==> src/rtl/acc_buf_rmw_pkg.sv <==
// Shared constants and the per-stage command record for the accumulate buffer.
package GLOBAL_PARAM;
    localparam int BATCH       = 4;
    localparam int ACC_W       = 32;
    localparam int ABUF_ADDR_W = 8;

    typedef struct packed {
        logic                   valid;
        logic [ABUF_ADDR_W-1:0] addr;
        logic [BATCH-1:0]       acc_en;
        logic                   acc_new;
    } acc_cmd_t;
endpackage

==> src/rtl/acc_buf_rmw_if.sv <==
// Command and accumulate-SRAM bus bundle of the accumulate buffer RMW engine.
interface acc_buf_rmw_if #(
    parameter int ADDR_W = 8,
    parameter int DATA_W = 32,
    parameter int BATCH  = GLOBAL_PARAM::BATCH
);
    logic                    acc_valid;
    logic [ADDR_W-1:0]       abuf_addr;
    logic [BATCH-1:0]        abuf_acc_en;
    logic                    abuf_acc_new;
    logic [BATCH*DATA_W-1:0] mac_data;
    logic [ADDR_W-1:0]       buf_rd_addr;
    logic [BATCH*DATA_W-1:0] buf_rd_data;
    logic                    buf_wr_en;
    logic [ADDR_W-1:0]       buf_wr_addr;
    logic [BATCH*DATA_W-1:0] buf_wr_data;
    logic [BATCH-1:0]        buf_wr_mask;

    modport slave (
        input  acc_valid, abuf_addr, abuf_acc_en, abuf_acc_new,
        input  mac_data, buf_rd_data,
        output buf_rd_addr, buf_wr_en, buf_wr_addr,
        output buf_wr_data, buf_wr_mask
    );

    modport master (
        output acc_valid, abuf_addr, abuf_acc_en, abuf_acc_new,
        output mac_data, buf_rd_data,
        input  buf_rd_addr, buf_wr_en, buf_wr_addr,
        input  buf_wr_data, buf_wr_mask
    );
endinterface

==> src/rtl/acc_buf_rmw_lane.sv <==
// One accumulator lane: hazard forward-select, then add (or saturating add
// when ABUF_SAT_EN is defined).
module acc_lane_add #(
    parameter int DATA_W = 32
) (
    input  logic              s2_hit_i,
    input  logic [DATA_W-1:0] s2_data_i,
    input  logic              s3_hit_i,
    input  logic [DATA_W-1:0] s3_data_i,
    input  logic [DATA_W-1:0] rd_data_i,
    input  logic [DATA_W-1:0] mac_i,
    input  logic              new_i,
`ifdef ABUF_SAT_EN
    input  logic              en_i,
    output logic              sat_o,
`endif
    output logic [DATA_W-1:0] sum_o
);
    logic [DATA_W-1:0] old;

    // Youngest in-flight write wins over the older one and the SRAM.
    always_comb begin
        old = rd_data_i;
        if (s3_hit_i) old = s3_data_i;
        if (s2_hit_i) old = s2_data_i;
    end

`ifdef ABUF_SAT_EN
    localparam logic [DATA_W-1:0] MAXV = {1'b0, {(DATA_W-1){1'b1}}};
    localparam logic [DATA_W-1:0] MINV = {1'b1, {(DATA_W-1){1'b0}}};

    logic [DATA_W:0] wide;
    logic            ovf;

    always_comb begin
        wide  = {old[DATA_W-1], old} + {mac_i[DATA_W-1], mac_i};
        ovf   = wide[DATA_W] ^ wide[DATA_W-1];
        sum_o = mac_i;
        sat_o = 1'b0;
        if (!new_i) begin
            sum_o = ovf ? (wide[DATA_W] ? MINV : MAXV) : wide[DATA_W-1:0];
            sat_o = en_i & ovf;
        end
    end
`else
    assign sum_o = new_i ? mac_i : old + mac_i;
`endif
endmodule

==> src/rtl/acc_buf_rmw.sv <==
// Pipelined read-modify-write engine for the conv accumulate buffer.
// Define ABUF_SAT_EN for signed saturating accumulation plus sat_flag.
module acc_buf_rmw #(
    parameter int ADDR_W = 8,
    parameter int DATA_W = 32,
    parameter int BATCH  = GLOBAL_PARAM::BATCH
) (
    input  logic         clk,
    input  logic         rst,
    acc_buf_rmw_if.slave bus,
    output logic         busy,
`ifdef ABUF_SAT_EN
    output logic         sat_flag,
`endif
    output logic [15:0]  wr_cnt
);
    import GLOBAL_PARAM::*;

    acc_cmd_t                s1_q, s1_d;
    logic [BATCH*DATA_W-1:0] s1_mac_q;
    logic [BATCH*DATA_W-1:0] sum;

    logic                    s2_vld_q, s3_vld_q;
    logic [ADDR_W-1:0]       s2_addr_q, s3_addr_q;
    logic [BATCH-1:0]        s2_mask_q, s3_mask_q;
    logic [BATCH*DATA_W-1:0] s2_data_q, s3_data_q;
    logic [15:0]             wr_cnt_q;
    logic                    s2_hit, s3_hit;

    assign bus.buf_rd_addr = bus.abuf_addr;

    // Bubbles carry an empty mask so they never act as a forward source.
    always_comb begin
        s1_d         = '0;
        s1_d.valid   = bus.acc_valid;
        s1_d.addr    = bus.abuf_addr;
        s1_d.acc_en  = bus.acc_valid ? bus.abuf_acc_en : '0;
        s1_d.acc_new = bus.abuf_acc_new;
    end

    assign s2_hit = s2_vld_q && (s2_addr_q == s1_q.addr);
    assign s3_hit = s3_vld_q && (s3_addr_q == s1_q.addr);

`ifdef ABUF_SAT_EN
    logic [BATCH-1:0] lane_sat;
    logic             sat_q;
`endif

    for (genvar i = 0; i < BATCH; i++) begin : g_lane
        acc_lane_add #(.DATA_W(DATA_W)) u_lane (
            .s2_hit_i  (s2_hit & s2_mask_q[i]),
            .s2_data_i (s2_data_q[i*DATA_W +: DATA_W]),
            .s3_hit_i  (s3_hit & s3_mask_q[i]),
            .s3_data_i (s3_data_q[i*DATA_W +: DATA_W]),
            .rd_data_i (bus.buf_rd_data[i*DATA_W +: DATA_W]),
            .mac_i     (s1_mac_q[i*DATA_W +: DATA_W]),
            .new_i     (s1_q.acc_new),
`ifdef ABUF_SAT_EN
            .en_i      (s1_q.acc_en[i]),
            .sat_o     (lane_sat[i]),
`endif
            .sum_o     (sum[i*DATA_W +: DATA_W])
        );
    end

    always_ff @(posedge clk) begin
        if (rst) begin
            s1_q      <= '0;
            s2_vld_q  <= 1'b0;
            s2_mask_q <= '0;
            s3_vld_q  <= 1'b0;
            s3_mask_q <= '0;
            wr_cnt_q  <= '0;
        end else begin
            s1_q      <= s1_d;
            s2_vld_q  <= s1_q.valid;
            s2_mask_q <= s1_q.acc_en;
            s3_vld_q  <= s2_vld_q;
            s3_mask_q <= s2_mask_q;
            if (s2_vld_q) wr_cnt_q <= wr_cnt_q + 16'd1;
        end
    end

    always_ff @(posedge clk) begin
        s1_mac_q  <= bus.mac_data;
        s2_addr_q <= s1_q.addr;
        s2_data_q <= sum;
        s3_addr_q <= s2_addr_q;
        s3_data_q <= s2_data_q;
    end

`ifdef ABUF_SAT_EN
    always_ff @(posedge clk) begin
        if (rst) sat_q <= 1'b0;
        else if (s1_q.valid && |lane_sat) sat_q <= 1'b1;
    end

    assign sat_flag = sat_q;
`endif

    assign bus.buf_wr_en   = s2_vld_q;
    assign bus.buf_wr_addr = s2_addr_q;
    assign bus.buf_wr_data = s2_data_q;
    assign bus.buf_wr_mask = s2_mask_q;
    assign busy            = s1_q.valid | s2_vld_q;
    assign wr_cnt          = wr_cnt_q;
endmodule

==> src/flat_wrapper.sv <==
// flat-port wrapper written by rule: the top's interface ports become plain ports
module acc_buf_rmw_flat import GLOBAL_PARAM::*;
#(
    parameter int ADDR_W = 8,
    parameter int DATA_W = 32,
    parameter int BATCH  = GLOBAL_PARAM::BATCH
)
  (clk, rst, busy, wr_cnt, bus_acc_valid, bus_abuf_addr, bus_abuf_acc_en, bus_abuf_acc_new, bus_mac_data, bus_buf_rd_data, bus_buf_rd_addr, bus_buf_wr_en, bus_buf_wr_addr, bus_buf_wr_data, bus_buf_wr_mask);
  acc_buf_rmw_if #(.ADDR_W(ADDR_W), .DATA_W(DATA_W), .BATCH(BATCH)) bus_i ();
  input  logic clk;
  input  logic rst;
  output logic busy;
  output logic [15:0] wr_cnt;
  input wire logic [$bits(bus_i.acc_valid)-1:0] bus_acc_valid;
  input wire logic [$bits(bus_i.abuf_addr)-1:0] bus_abuf_addr;
  input wire logic [$bits(bus_i.abuf_acc_en)-1:0] bus_abuf_acc_en;
  input wire logic [$bits(bus_i.abuf_acc_new)-1:0] bus_abuf_acc_new;
  input wire logic [$bits(bus_i.mac_data)-1:0] bus_mac_data;
  input wire logic [$bits(bus_i.buf_rd_data)-1:0] bus_buf_rd_data;
  output wire logic [$bits(bus_i.buf_rd_addr)-1:0] bus_buf_rd_addr;
  output wire logic [$bits(bus_i.buf_wr_en)-1:0] bus_buf_wr_en;
  output wire logic [$bits(bus_i.buf_wr_addr)-1:0] bus_buf_wr_addr;
  output wire logic [$bits(bus_i.buf_wr_data)-1:0] bus_buf_wr_data;
  output wire logic [$bits(bus_i.buf_wr_mask)-1:0] bus_buf_wr_mask;
  assign bus_i.acc_valid = bus_acc_valid;
  assign bus_i.abuf_addr = bus_abuf_addr;
  assign bus_i.abuf_acc_en = bus_abuf_acc_en;
  assign bus_i.abuf_acc_new = bus_abuf_acc_new;
  assign bus_i.mac_data = bus_mac_data;
  assign bus_i.buf_rd_data = bus_buf_rd_data;
  assign bus_buf_rd_addr = bus_i.buf_rd_addr;
  assign bus_buf_wr_en = bus_i.buf_wr_en;
  assign bus_buf_wr_addr = bus_i.buf_wr_addr;
  assign bus_buf_wr_data = bus_i.buf_wr_data;
  assign bus_buf_wr_mask = bus_i.buf_wr_mask;
  acc_buf_rmw #(.ADDR_W(ADDR_W), .DATA_W(DATA_W), .BATCH(BATCH)) u_core (.clk(clk), .rst(rst), .bus(bus_i), .busy(busy), .wr_cnt(wr_cnt));
endmodule
==> config.mk <==
export PLATFORM = sky130hd
export DESIGN_NAME = acc_buf_rmw_flat
export DESIGN_NICKNAME = d
export VERILOG_FILES = /design/src/rtl/acc_buf_rmw_pkg.sv /design/src/rtl/acc_buf_rmw_if.sv /design/src/rtl/acc_buf_rmw_lane.sv /design/src/rtl/acc_buf_rmw.sv /design/src/flat_wrapper.sv
export SDC_FILE = /design/constraint.sdc
export NUM_CORES = 1
export LEC_CHECK = 0
export ABC_CLOCK_PERIOD_IN_PS = 4400
export CORE_MARGIN = 4
export CORE_UTILIZATION = 40
export DETAILED_ROUTE_END_ITERATION = 6
export PLACE_DENSITY = 0.67
export SKIP_LAST_GASP = 1
export SLEW_MARGIN = 15
export SYNTH_ARGS = -nofsm -noshare
export SYNTH_HDL_FRONTEND = slang
export SYNTH_SLANG_ARGS = --single-unit
==> constraint.sdc <==
create_clock -name clk -period 4.4 [get_ports clk]
set_input_delay 0.44 -clock clk [delete_from_list [all_inputs] [get_ports clk]]
set_output_delay 0.44 -clock clk [all_outputs]
set_load 0.02 [all_outputs]
Yosys cells after proc, flatten, opt, wreduce, memory -nomap -nowiden --
Cells that the tools add are included.
Storage, ports and cells: logic and storage cells 46, output and inout port bits 166, register bits 440, bits of input ports 272
Operators by class: multiplexer cells 12, equal/unequal tests 2, bitwise gates (word level) 10, add/sub/neg operators 5, reduce and logical (&&, ||, !) cells 3
Operators with widths (count):
- $mux 32 | 12
- $add 32x32->32 | 4
- $add 16x1->16 const B | 1
- $eq 8x8->1 | 2
- $and 1x1->1 | 8
- $logic_and 1x1->1 | 2
- $reduce_or 2->1 | 1
- $not 1->1 | 1
- $or 1x1->1 | 1

Longest topological paths before layout --
depth after elaboration 7, gate-level depth with buffers 20, depth with buffers taken out 18

Hierarchy --
From an unflattened synthesis, not the netlist that was laid out.
Second synthesis, totals: cell total of the unflattened synthesis 2211, area total of the unflattened synthesis 20355.8 um^2
Modules (own cells, without submodules):
- acc_buf_rmw | area an instance 9680.5 um^2, times used 1, cells each 575, sequential area each 8808.4 um^2
- acc_lane_add (u_core.g_lane[2].u_lane ...) | area an instance 2706.3 um^2, times used 2, cells each 414, sequential area each 0.0 um^2
- acc_lane_add (u_core.g_lane[1].u_lane) | area an instance 2762.6 um^2, times used 1, cells each 431, sequential area each 0.0 um^2
- acc_lane_add (u_core.g_lane[0].u_lane) | area an instance 2499.9 um^2, times used 1, cells each 377, sequential area each 0.0 um^2

Least setup slack after synthesis --
Ideal clock, no wire load.
kind flip-flop to flip-flop, start reg u_core.s2_vld_q, in the netlist u_core.bus.buf_wr_en, end reg u_core.s2_data_q[31], in the netlist u_core.bus.buf_wr_data[31], setup slack 213 ps, clock period less this slack 4187 ps, stages on the path, launching flop included 21, data required time 4328 ps, setup time 72 ps, path buffers 5, arrival 4115 ps, cell sequence dfxtp_1 > clkbuf_1 > nand2_1 > nor3_1 > and2_1 > clkbuf_1 > clkbuf_1 > clkbuf_1 > nand2_1 > o21ai_0 > ha_1 > clkbuf_1 > a21oi_1 > nor2_1 > a211oi_1 > nand2_1 > o22a_1 > a41o_1 > a221oi_1 > mux2i_1 > xnor2_1
On the way: longest elaborated chain between the ends 5
Ends and longest elaborated chain:
- start: declaration | line acc_buf_rmw.sv:23 | logic s2_vld_q, s3_vld_q;
- start signal: assignment | line acc_buf_rmw.sv:76 | s2_vld_q <= s1_q.valid;
- $logic_and 1x1->1 | line acc_buf_rmw.sv:41 | assign s2_hit = s2_vld_q && (s2_addr_q == s1_q.addr);
- $and 1x1->1 | line acc_buf_rmw.sv:51 | .s2_hit_i (s2_hit & s2_mask_q[i]),
- $mux 32 | line acc_buf_rmw_lane.sv:25 | if (s2_hit_i) old = s2_data_i;
- $add 32x32->32 | line acc_buf_rmw_lane.sv:46 | assign sum_o = new_i ? mac_i : old + mac_i;
- $mux 32 | line acc_buf_rmw_lane.sv:46
- named net u_core.g_lane[0].u_lane.sum_o[31] | line acc_buf_rmw_lane.sv:17 | output logic [DATA_W-1:0] sum_o
- end signal: assignment | line acc_buf_rmw.sv:87 | s2_data_q <= sum;
- end: declaration | line acc_buf_rmw.sv:26 | logic [BATCH*DATA_W-1:0] s2_data_q, s3_data_q;
The timed path passes the listed nets, and every way through them passes these cells. A chain may end at the register's enable or synchronous reset.

Worst setup path after layout --
start reg u_core.s2_addr_q[7], in the netlist u_core.bus.buf_wr_addr[7], end reg u_core.s2_data_q[54], in the netlist u_core.bus.buf_wr_data[54]
On the way: longest elaborated chain between the ends 6
Ends and longest elaborated chain:
- start: declaration | line acc_buf_rmw.sv:24 | logic [ADDR_W-1:0] s2_addr_q, s3_addr_q;
- start signal: assignment | line acc_buf_rmw.sv:86 | s2_addr_q <= s1_q.addr;
- $eq 8x8->1 | line acc_buf_rmw.sv:41
- $logic_and 1x1->1 | line acc_buf_rmw.sv:41
- $and 1x1->1 | line acc_buf_rmw.sv:51
- $mux 32 | line acc_buf_rmw_lane.sv:25
- $add 32x32->32 | line acc_buf_rmw_lane.sv:46
- $mux 32 | line acc_buf_rmw_lane.sv:46
- named net u_core.g_lane[1].u_lane.sum_o[22] | line acc_buf_rmw_lane.sv:17
The timed path passes the listed nets, and every way through them passes these cells.

==> results.py <==
metrics = {
    "yosys": {
        "syn_avg_cell_area_sq_um": 9.198,
        "synth-seq-cells": 440,
        "synthArstFlopShare_pct": 0,
        "synth_top_area_share_pct": 43.97,
        "synthTopCellsByArea": "dfxtp_1 (44%), ha_1 (8.3%), mux2i_1 (6.5%)",
        "syn_nets": 2587,
        "synth-edff-count": 0,
        "yosysMostFrequentCell": "dfxtp_1",
        "synth_top_flop_cell": "dfxtp_1",
        "ys_seq_area_share_pct": 43.97,
        "yosys-top-cells-count": "dfxtp_1 (440), nand2_1 (230), a21oi_1 (211), o21ai_0 (191), nor2_1 (179)",
        "synthDistinctLibCells": 78,
        "yosysWarnings": 0,
        "synth_cells": 2178,
        "yosysTopAreaCell": "dfxtp_1",
        "syn_area_sq_um": 20030,
    },
    "grt": {
        "grtUsageTotal_pct": 21.77,
        "antenna_found_initial": 7,
        "grt_max_degree": 86,
        "grt_pass1_vias": 17044,
        "grt_first_pass_wirelength_mm": 93.99,
        "gr-total-overflow": 0,
    },
    "drt": {
        "vias": 17195,
        "drc_errors": 0,
        "wirelength_mm": 61.51,
        "ant_nets": 0,
        "wl_per_cell_um": 18.24,
        "viasPerCell": 5.099,
        "drtIter0Drc": 1019,
        "drt_first_pass_iters": 5,
    },
    "critical_path": {
        "worstSetupStartpointType": "flop",
        "slowest_delay_ps": 420,
        "cp_cell_sequence": "xnor2_1 -> nand4_1 -> nor3_1 -> buf_4 -> nand2_2 -> buf_4 -> a21oi_1 -> ha_1 -> inv_1 -> fa_2 -> nor2b_1 -> o31a_1 -> a211oi_2 -> buf_4 -> o21ai_0 -> a211o_1 -> a21oi_2 -> buf_4 -> o21ai_0 -> xnor2_1 -> o21ai_0",
        "r2r_slack_ps": 260,
        "timing.critical_path.mode_cell": "buf_4",
        "path_buf_inv": 5,
        "critical_path.max_fanout": 31,
        "cp.required_ps": 4830,
        "r2r-start": "u_core.bus.buf_wr_addr[7]$_DFF_P_",
        "r2r-end": "u_core.bus.buf_wr_data[54]$_DFF_P_",
        "slowest_stage": "dfxtp_1",
        "reg2reg_depth": 21,
        "cp-end-kind": "flop",
        "arrival_ps": 4570,
        "crit_family": "compound AO/OA/AOI/OAI gates",
        "critPathKind": "flop to flop",
    },
    "floorplanning": {
        "core_sq_um": 49250,
        "ios": 438,
        "rows": 81,
        "start_util_pct": 40.67,
        "die_area_sq_um": 53730,
        "fp.dieH_um": 231.8,
        "die_x_um": 231.8,
    },
    "final_layout": {
        "multi_input_area_sq_um": 10860,
        "final_area_sq_um": 27440,
        "ff_latch_area_sq_um": 8817,
        "fillers": 4385,
        "synthToLayoutAreaGrowth_pct": 36.99,
        "drive_gt1_share_pct": 9.178,
        "final_nets": 3071,
        "post-route-util_pct": 55.72,
    },
    "power": {
        "leakage_nw": 11.86,
        "power.density_nw_per_um2": 420.4,
        "peakVddDrop_mv": 0.2865,
    },
    "outcome": {
        "status": "completed",
    },
    "clocking": {
        "path_clk_slew_ps": 70,
        "cts_buffers": 49,
        "clock_sink_count": 440,
        "cts_tree": "yes",
        "clk_latency_ps": 590,
        "cts.hold.buffers_added": 0,
        "htreeDepth": 2,
        "clock_path_buffers": 3,
        "cts_root_buf": "clkbuf_16",
    },
    "sta": {
        "skew_ps": 25.21,
        "finalHoldViolCount": 0,
        "min_period_ps": 4144,
        "finalSetupTns_ps": 0,
        "worstMarginPinSlew_ps": 862.4,
        "fmax_ghz": 0.2413,
        "setup_viol": 0,
        "post-route-period-util_pct": 94.18,
        "slew_viol_final": 0,
        "relSlewSlack_pct": 42.51,
    },
    "placement": {
        "hpwl_mm": 47.64,
        "port_buffers": 437,
        "place.gp.congestion": 0.9235,
        "placed_cell_area_sq_um": 25530,
    },
    "job": {
        "max_cap_viol_count": 0,
    },
    "min_path": {
        "hold_path.class": "input pin to flop",
        "holdPathStages": 1,
        "hold_end": "u_core.s1_mac_q[31]$_DFF_P_",
        "hp-start": "bus_mac_data[31]",
    },
}
-- sequential cells by signal, summed over array words and instances (netlist names) --
signal / flops
u_core.bus.buf_wr_en: 1
u_core.bus.buf_wr_mask: 4
u_core.wr_cnt: 16
u_core.bus.buf_wr_addr: 8
u_core.s3_addr_q: 8
u_core.s1_mac_q: 128
u_core.bus.buf_wr_data: 128
u_core.s3_data_q: 128
u_core.s1_q: 14
u_core.s3_vld_q: 1
u_core.s3_mask_q: 4
-- how the worst max path moves through the flow --
stage | from | end | slack [ps] | cells after the start
floorplan | u_core.bus.buf_wr_en$_SDFF_PP0_ | u_core.bus.buf_wr_data[31]$_DFF_P_ | 210 | 20
detailed placement | u_core.s1_q[8]$_SDFF_PP0_ | u_core.bus.buf_wr_data[124]$_DFF_P_ | -20 | 19
global route | u_core.s1_q[7]$_SDFF_PP0_ | u_core.bus.buf_wr_data[54]$_DFF_P_ | -20 | 22
global placement | u_core.s1_q[6]$_SDFF_PP0_ | u_core.bus.buf_wr_data[124]$_DFF_P_ | 120 | 19
finish | u_core.bus.buf_wr_addr[7]$_DFF_P_ | u_core.bus.buf_wr_data[54]$_DFF_P_ | 260 | 21
CTS | u_core.s1_q[8]$_SDFF_PP0_ | u_core.bus.buf_wr_data[95]$_DFF_P_ | 90 | 19
-- final cells by class --
cell class                 count  area share, %
tap                          664          3.027
antenna                        6        0.05471
multi-input combinational   1602          39.58
clock inverter                24         0.9118
clock buffer                  67          5.234
timing repair buffer         527          18.49
inverter                      42         0.5745
sequential                   440          32.13
-- cells in the final DEF, fill, tap and decap left out, types with 65 or more instances in the layout --
cell / Yosys / routed
clkdlybuf4s50_1: 0 / 437
dfxtp_1: 440 / 435
nand2_1: 230 / 224
a21oi_1: 211 / 202
o21ai_0: 191 / 186
nor2_1: 179 / 179
mux2i_1: 131 / 131
ha_1: 133 / 130
buf_4: 8 / 86
xnor2_1: 72 / 72
xor2_1: 65 / 65
-- cells by family (layout without fill, tap and decap cells) --
family,after synthesis,after routing,synth area share (%)
other,0,6,0
XOR/XNOR,137,137,5.990
buffers and inverters,136,660,2.729
AO/OA/AOI/OAI,616,616,18.72
adder cells (fa/ha/maj),137,137,8.707
multiplexers,138,138,6.939
flip-flops,440,440,43.97
AND/OR/NAND/NOR,574,574,12.94
-- metrics by stage --
| stage | setup WS, ps | power (W) | cells | hold WS [ps] |
|---|---|---|---|---|
| floorplan | 213.2 | 0.006167 | 2178 | 375.5 |
| CTS | 87.06 | 0.01162 | 3362 | 247.5 |
| global placement | 116.0 | 0.007333 | 3271 | 357.2 |
| global route | -16.17 | 0.01205 | 3371 | 263.0 |
| finish | 256.0 | 0.01154 | 3372 | 290.7 |
| detailed placement | -15.34 | 0.007356 | 3271 | 358.5 |
-- repair_timing --
action,CTS,global route
cloned,0,0
resized for setup,1,46
setup buffers,0,4
pin swaps,0,10
endpoints found under the setup margin,1,41
-- per-layer routing --
metal	vias up	global-route usage [%]	routed length [um]
met5	-	0	13
met4	2	6.968	1709
met3	89	4.441	3661
met2	527	37.22	29610
met1	7942	27.61	26510
li1	8635	-	-
-- power by group --
group | total, W | switching, W | internal [W]
clock | 0.00422 | 0.00169 | 0.00253
combinational | 0.00245 | 0.00124 | 0.00121
sequential | 0.00487 | 0.000340 | 0.00453
total | 0.0115 | 0.00327 | 0.00827
No activity file was read; power rests on OpenSTA's default activity.
